**src/rtl/ifu_pkg.sv**
```systemverilog
// Shared constants for the instruction fetch unit: next-PC selects, FSM
// encoding and the default reset vector.
package ifu_pkg;

   localparam logic [1:0] PC_SEQ = 2'b00;
   localparam logic [1:0] PC_J   = 2'b01;
   localparam logic [1:0] PC_JR  = 2'b10;

   typedef enum logic [1:0] {
      ST_IDLE  = 2'd0,
      ST_FETCH = 2'd1,
      ST_EXEC  = 2'd2
   } ifu_state_e;

   localparam logic [31:0] DEFAULT_RESET_PC = 32'h0000_3000;

endpackage

```
**src/rtl/ifu_fetch_unit_npc_calc.sv**
```systemverilog
// Combinational next-PC selection: sequential, taken beq, j/jal and jr.
// Jump/jr selects win over the branch condition.
module npc_calc
   import ifu_pkg::*;
#(
   parameter int ADDR_W = 32
) (
   input  logic [ADDR_W-1:0] pc,
   input  logic [31:0]       ir,
   input  logic              nPC_sel,
   input  logic              zero,
   input  logic [1:0]        pc_sel,
   input  logic [31:0]       rs_data,
   output logic [ADDR_W-1:0] npc,
   output logic [ADDR_W-1:0] pc_plus4,
   output logic              misalign
);

   logic [ADDR_W-1:0] br_offset;
   logic              unused_opcode;

   assign unused_opcode = ^ir[31:26];

   assign pc_plus4  = pc + ADDR_W'(4);
   assign br_offset = {{(ADDR_W-18){ir[15]}}, ir[15:0], 2'b00};
   assign misalign  = (rs_data[1:0] != 2'b00);

   always_comb begin
      npc = pc_plus4;
      if (pc_sel == PC_J) begin
         npc = {pc_plus4[ADDR_W-1:28], ir[25:0], 2'b00};
      end else if (pc_sel == PC_JR) begin
         // Low bits are forced to zero; the misalignment is reported, not trapped.
         npc = {rs_data[ADDR_W-1:2], 2'b00};
      end else if (pc_sel == PC_SEQ && nPC_sel && zero) begin
         npc = pc_plus4 + br_offset;
      end
   end

endmodule

```
**src/rtl/ifu_fetch_unit.sv**
```systemverilog
// Instruction fetch unit: owns PC and IR, runs the imem req/ack handshake and
// commits the next PC when the datapath signals exec_done.
module ifu_fetch_unit
   import ifu_pkg::*;
#(
   parameter int                ADDR_W   = 32,
   parameter logic [ADDR_W-1:0] RESET_PC = DEFAULT_RESET_PC
) (
   input  logic              clk,
   input  logic              reset,
   output logic              imem_req,
   output logic [ADDR_W-1:0] imem_addr,
   input  logic              imem_ack,
   input  logic [31:0]       imem_rdata,
   output logic [31:0]       instr,
   output logic              instr_valid,
   output logic [ADDR_W-1:0] pc,
   output logic [ADDR_W-1:0] pc_plus4,
   input  logic              exec_done,
   input  logic              nPC_sel,
   input  logic              zero,
   input  logic [1:0]        pc_sel,
   input  logic [31:0]       rs_data,
   output logic              jr_misalign
);

   ifu_state_e        state_q;
   logic [ADDR_W-1:0] pc_q;
   logic [ADDR_W-1:0] pc_d;
   logic [31:0]       ir_q;
   logic              req_q;
   logic              valid_q;
   logic              misalign_q;
   logic              rs_misalign;

   npc_calc #(
      .ADDR_W (ADDR_W)
   ) u_npc_calc (
      .pc       (pc_q),
      .ir       (ir_q),
      .nPC_sel  (nPC_sel),
      .zero     (zero),
      .pc_sel   (pc_sel),
      .rs_data  (rs_data),
      .npc      (pc_d),
      .pc_plus4 (pc_plus4),
      .misalign (rs_misalign)
   );

   always_ff @(posedge clk or posedge reset) begin
      if (reset) begin
         state_q    <= ST_IDLE;
         pc_q       <= RESET_PC;
         ir_q       <= 32'h0;
         req_q      <= 1'b0;
         valid_q    <= 1'b0;
         misalign_q <= 1'b0;
      end else begin
         misalign_q <= 1'b0;
         case (state_q)
            ST_IDLE: begin
               state_q <= ST_FETCH;
               req_q   <= 1'b1;
            end
            ST_FETCH: begin
               if (imem_ack) begin
                  ir_q    <= imem_rdata;
                  state_q <= ST_EXEC;
                  req_q   <= 1'b0;
                  valid_q <= 1'b1;
               end
            end
            ST_EXEC: begin
               // Decoder selects are only meaningful on this commit edge.
               if (exec_done) begin
                  pc_q       <= pc_d;
                  state_q    <= ST_FETCH;
                  req_q      <= 1'b1;
                  valid_q    <= 1'b0;
                  misalign_q <= (pc_sel == PC_JR) && rs_misalign;
               end
            end
            default: begin
               state_q <= ST_IDLE;
               req_q   <= 1'b0;
               valid_q <= 1'b0;
            end
         endcase
      end
   end

   assign imem_req    = req_q;
   assign imem_addr   = pc_q;
   assign pc          = pc_q;
   assign instr       = ir_q;
   assign instr_valid = valid_q;
   assign jr_misalign = misalign_q;

endmodule

```
**config.mk**
```make
export PLATFORM = sky130hd
export DESIGN_NAME = ifu_fetch_unit
export DESIGN_NICKNAME = d
export VERILOG_FILES = /design/src/rtl/ifu_pkg.sv /design/src/rtl/ifu_fetch_unit_npc_calc.sv /design/src/rtl/ifu_fetch_unit.sv
export SDC_FILE = /design/constraint.sdc
export NUM_CORES = 1
export LEC_CHECK = 0
export ABC_AREA = 1
export ABC_CLOCK_PERIOD_IN_PS = 2860
export BUFFER_PORTS_ARGS = -buffer_cell sky130_fd_sc_hd__buf_2
export CAP_MARGIN = 5
export CORE_ASPECT_RATIO = 1.25
export CORE_UTILIZATION = 50
export CTS_BUF_LIST = sky130_fd_sc_hd__clkbuf_4 sky130_fd_sc_hd__clkbuf_8
export CTS_CLUSTER_DIAMETER = 120
export DETAILED_ROUTE_END_ITERATION = 6
export GPL_TIMING_DRIVEN = 0
export PLACE_DENSITY = 0.86
export SYNTH_ARGS = -nofsm -noshare
export SYNTH_HDL_FRONTEND = slang
export SYNTH_HIERARCHICAL = 1
export SYNTH_SLANG_ARGS = --single-unit
```
**constraint.sdc**
```tcl
create_clock -name clk -period 2.86 [get_ports clk]
set_input_delay 0.429 -clock clk [delete_from_list [all_inputs] [get_ports clk]]
set_output_delay 0.429 -clock clk [all_outputs]
set_load 0.01 [all_outputs]
```
==> metrics <==
Cell Area, Synth=7436 µm²; syn_area_per_cell=5.939 µm²; Power Internal=5.771 mW; Pleak=6.217 nW; clk root buf=clkbuf_8; CTS tree=yes; slowest cell delay on critical path=630 ps; aggregate global-route resource usage=37.51%; largest cells by area after synthesis=nand2_1 24%, dfrtp_1 22%, inv_1 11%, nand3_1 7.8%, ha_1 6.1%; core area=roughly 14000 µm²; kind of cell adding the most delay to the critical path=simple AND/OR/NAND/NOR gates; Worst Path Required=around 3200 ps; Worst-Margin Slew=1044 ps; failing checks=DRC, setup timing; Die Area=15370 µm²; largest net degree at the start of global routing=69; vias after detailed routing=9963; Yosys cell types=46; wire per inst=19.15 µm; area leader, netlist=nand2_1; RSZ-0062 raised after global routing=true; Psw=6.933 mW; number of DRC markers in iteration 0=1167; worst path bufs/invs=3; number of flops mapped to enable cells by yosys=0; beginning of the critical path=imem_addr[12]; dpl cell area=approximately 8700 µm²; antenna violations before repair=0; DP Worst Slack=-638.4 ps; TritonRoute pass-1 iters=7; Clock transition at path regs=about 90 ps; worst r2r dst=imem_addr[28]; drt drc=17; Comb power frac=approximately three quarters; outcome=finished, violations left; Layout Area Growth over Synthesis=50.58%; CTS max path bufs=2; share of the synthesized area in the top cell type=23.93%; synth warn=6; ys async rst share=100.0%; Chip Width=111.1 µm; power share of the sequential group=17.2%; syn_nets=around 1400; fin crit share=109.8%; routed wl met3=3.182 mm; Detail Route Antenna Nets=0; port bufs=202; crit-path cells=nand2_4 > nor2_4 > nand2_4 > nor2_8 > nand3_4 > inv_4 > nand2_2 > nand2_2 > nand2_4 > inv_6 > ha_4 > a21oi_4 > nor2_2 > nor2_1 > nand2_1 > a21oi_2 > nand2_1 > nand2_1 > nand3_2 > a21oi_2 > inv_1 > o21ai_2; hold_buf cts=0; final setup margin=-281.5 ps; met1 wire length=11.05 mm; Slowest-stage cell, CP=dfstp_2; TritonCTS buffer count=9; Finished Cell Area=11200 µm²; WP depth=22; minimum clock period=around 3100 ps; Initial Util=51.39%; Site Rows=49; Clk Latency, worst-skew pair=380 ps; routability cong.=1.017; relative slew slack=30.37%; final setup fails=23; met2 wire length=15.51 mm; # H-tree levels=3; clock tree sinks=68; worst reg-to-reg path cell count=22; Die Height=138.3 µm; max frequency=0.3183 GHz; arrival time worst endpoint=3460 ps; most common cell in the netlist=nand2_1; max cap viols=0; worst hold path class=in2async; Vias/cell=5.776; NumNets Final=between 1500 and 2000; CP endpoint kind=register; fin cells=approximately 1700; Cells after Synth=1252; sequential cell area fraction in the yosys report=22.92%; Ant. Diodes=0; Clock power frac=7.6%; #FFs+latches synth=68; end of the critical path=imem_addr[28]; Reg-to-Reg Start=imem_addr[12]; peak supply drop=0.7916 mV; Fin Setup TNS=-3962 ps; total I/O pin count=just over 200; R2R Setup Slk=-280 ps; Setup Skew=11.82 ps; vias in the first global route=8807; Top FF cell, synth=dfrtp_1; crit start category=register; Inst Count DP=around 1600; first-pass GRT wire length=approximately 45 mm; top sig layer=met4; Detailed Route WL=around 33 mm; grt ovf=0; hpwl dp=between 20 and 25 mm; Hold Vio Cnt, Final=0; Net Sw Frac=54.57%; WS Path Type=reg2reg; share of layout cells above drive strength 1=a little under half; Power Dens Cells=~1100 nW/µm²; ranking of synthesized cells by instance count=474 x nand2_1, 212 x inv_1, 116 x nand3_1, 72 x nor2_1, 66 x dfrtp_1; maximum fanout along the worst path=5; final max-slew violation count=0
[worst reg2reg max path, cell delays in order (launching register included)]
cell and delay, ps:
dfstp_2 630, nand2_4 90, nor2_4 150, nand2_4 90, nor2_8 170, nand3_4 110
inv_4 100, nand2_2 50, nand2_2 80, nand2_4 80, inv_6 90, ha_4 220
a21oi_4 190, nor2_2 50, nor2_1 150, nand2_1 120, a21oi_2 160, nand2_1 100
nand2_1 90, nand3_2 70, a21oi_2 120, inv_1 60, o21ai_2 120
[flip-flops by register name, indices dropped and copies added, names as in the netlist]
name,flops
instr,32
jr_misalign,1
state_q,2
instr_valid,1
imem_addr,32
[power by group through the flow]
stage | sequential [mW] | combinational (mW) | clock, mW
2_1_floorplan | 2.05 | 4.11 | 0
3_3_place_gp | 2.06 | 6.09 | 0
3_5_place_dp | 2.06 | 6.20 | 0
4_1_cts | 2.09 | 7.71 | 0.964
5_1_grt | 2.24 | 10.1 | 1.02
6_report | 2.19 | 9.54 | 0.970
[what timing repair did]
item	in CTS	in global routing
resized for setup	216	217
gates cloned	0	0
buffers inserted	45	32
hold endpoints to repair	0	0
setup endpoints to repair	25	26
pin swaps	89	94
[stage by stage]
step / util (%) / hold slack (ps) / power, mW
after floorplan: - / 513.0 / 6.161
after global routing: 77.39 / 258.9 / 13.38
after CTS: 70.11 / 243.8 / 10.76
final: 77.39 / 199.6 / 12.70
after detailed placement: 59.94 / 460.1 / 8.261
after global placement: 59.92 / 459.3 / 8.147
[routing by layer]
layer,vias to the layer above,GRT usage [%]
met4,0,28.02
met1,4523,42.39
met2,763,64.35
met5,-,0
met3,269,5.261
li1,4408,-
[cell type report]
type / instances / area (µm²)
sequential: 68 / 1725
clock buffer: 9 / 123.9
inverter: 225 / 874.6
buffer: 63 / 441.7
tap: 178 / 222.7
clock inverter: 7 / 105.1
timing repair buffer: 279 / 1613
fill: 1002 / 3272
multi-input combinational: 896 / 6091
[worst min-delay path by stage]
| stage | start | slack [ps] | end |
|---|---|---|---|
| after floorplan | state_q[1] | 510 | state_q[0] |
| after global placement | instr[28] | 460 | instr[28] |
| after detailed placement | instr[28] | 460 | instr[28] |
| after CTS | reset | 240 | instr[26] |
| after global routing | imem_rdata[22] | 260 | instr[22] |
| final | reset | 200 | instr[18] |
[layout by cell type (no fill, tap or decap), types with 17 or more instances in the layout]
master,synthesis,routed
nand2_1,474,366
buf_2,7,209
inv_1,212,168
buf_4,40,113
nand3_1,116,82
nand2_2,6,80
dfrtp_1,66,49
inv_2,12,46
nor2_1,72,34
nand2_4,0,33
nand3_2,5,31
ha_4,0,27
o21ai_2,23,25
nor2_4,4,25
nor2_2,5,22
o21ai_0,21,19
dfrtp_2,0,17
[cells by family after synthesis]
kind of cell	after synthesis	share of synthesized area, %
AO/OA/AOI/OAI	106	8.716
adder cells (fa/ha/maj)	37	6.327
buffers and inverters	288	17.30
XOR/XNOR	18	2.423
flip-flops	68	22.92
AND/OR/NAND/NOR	735	42.32
Note: power is estimated with default switching activity, not from simulation.
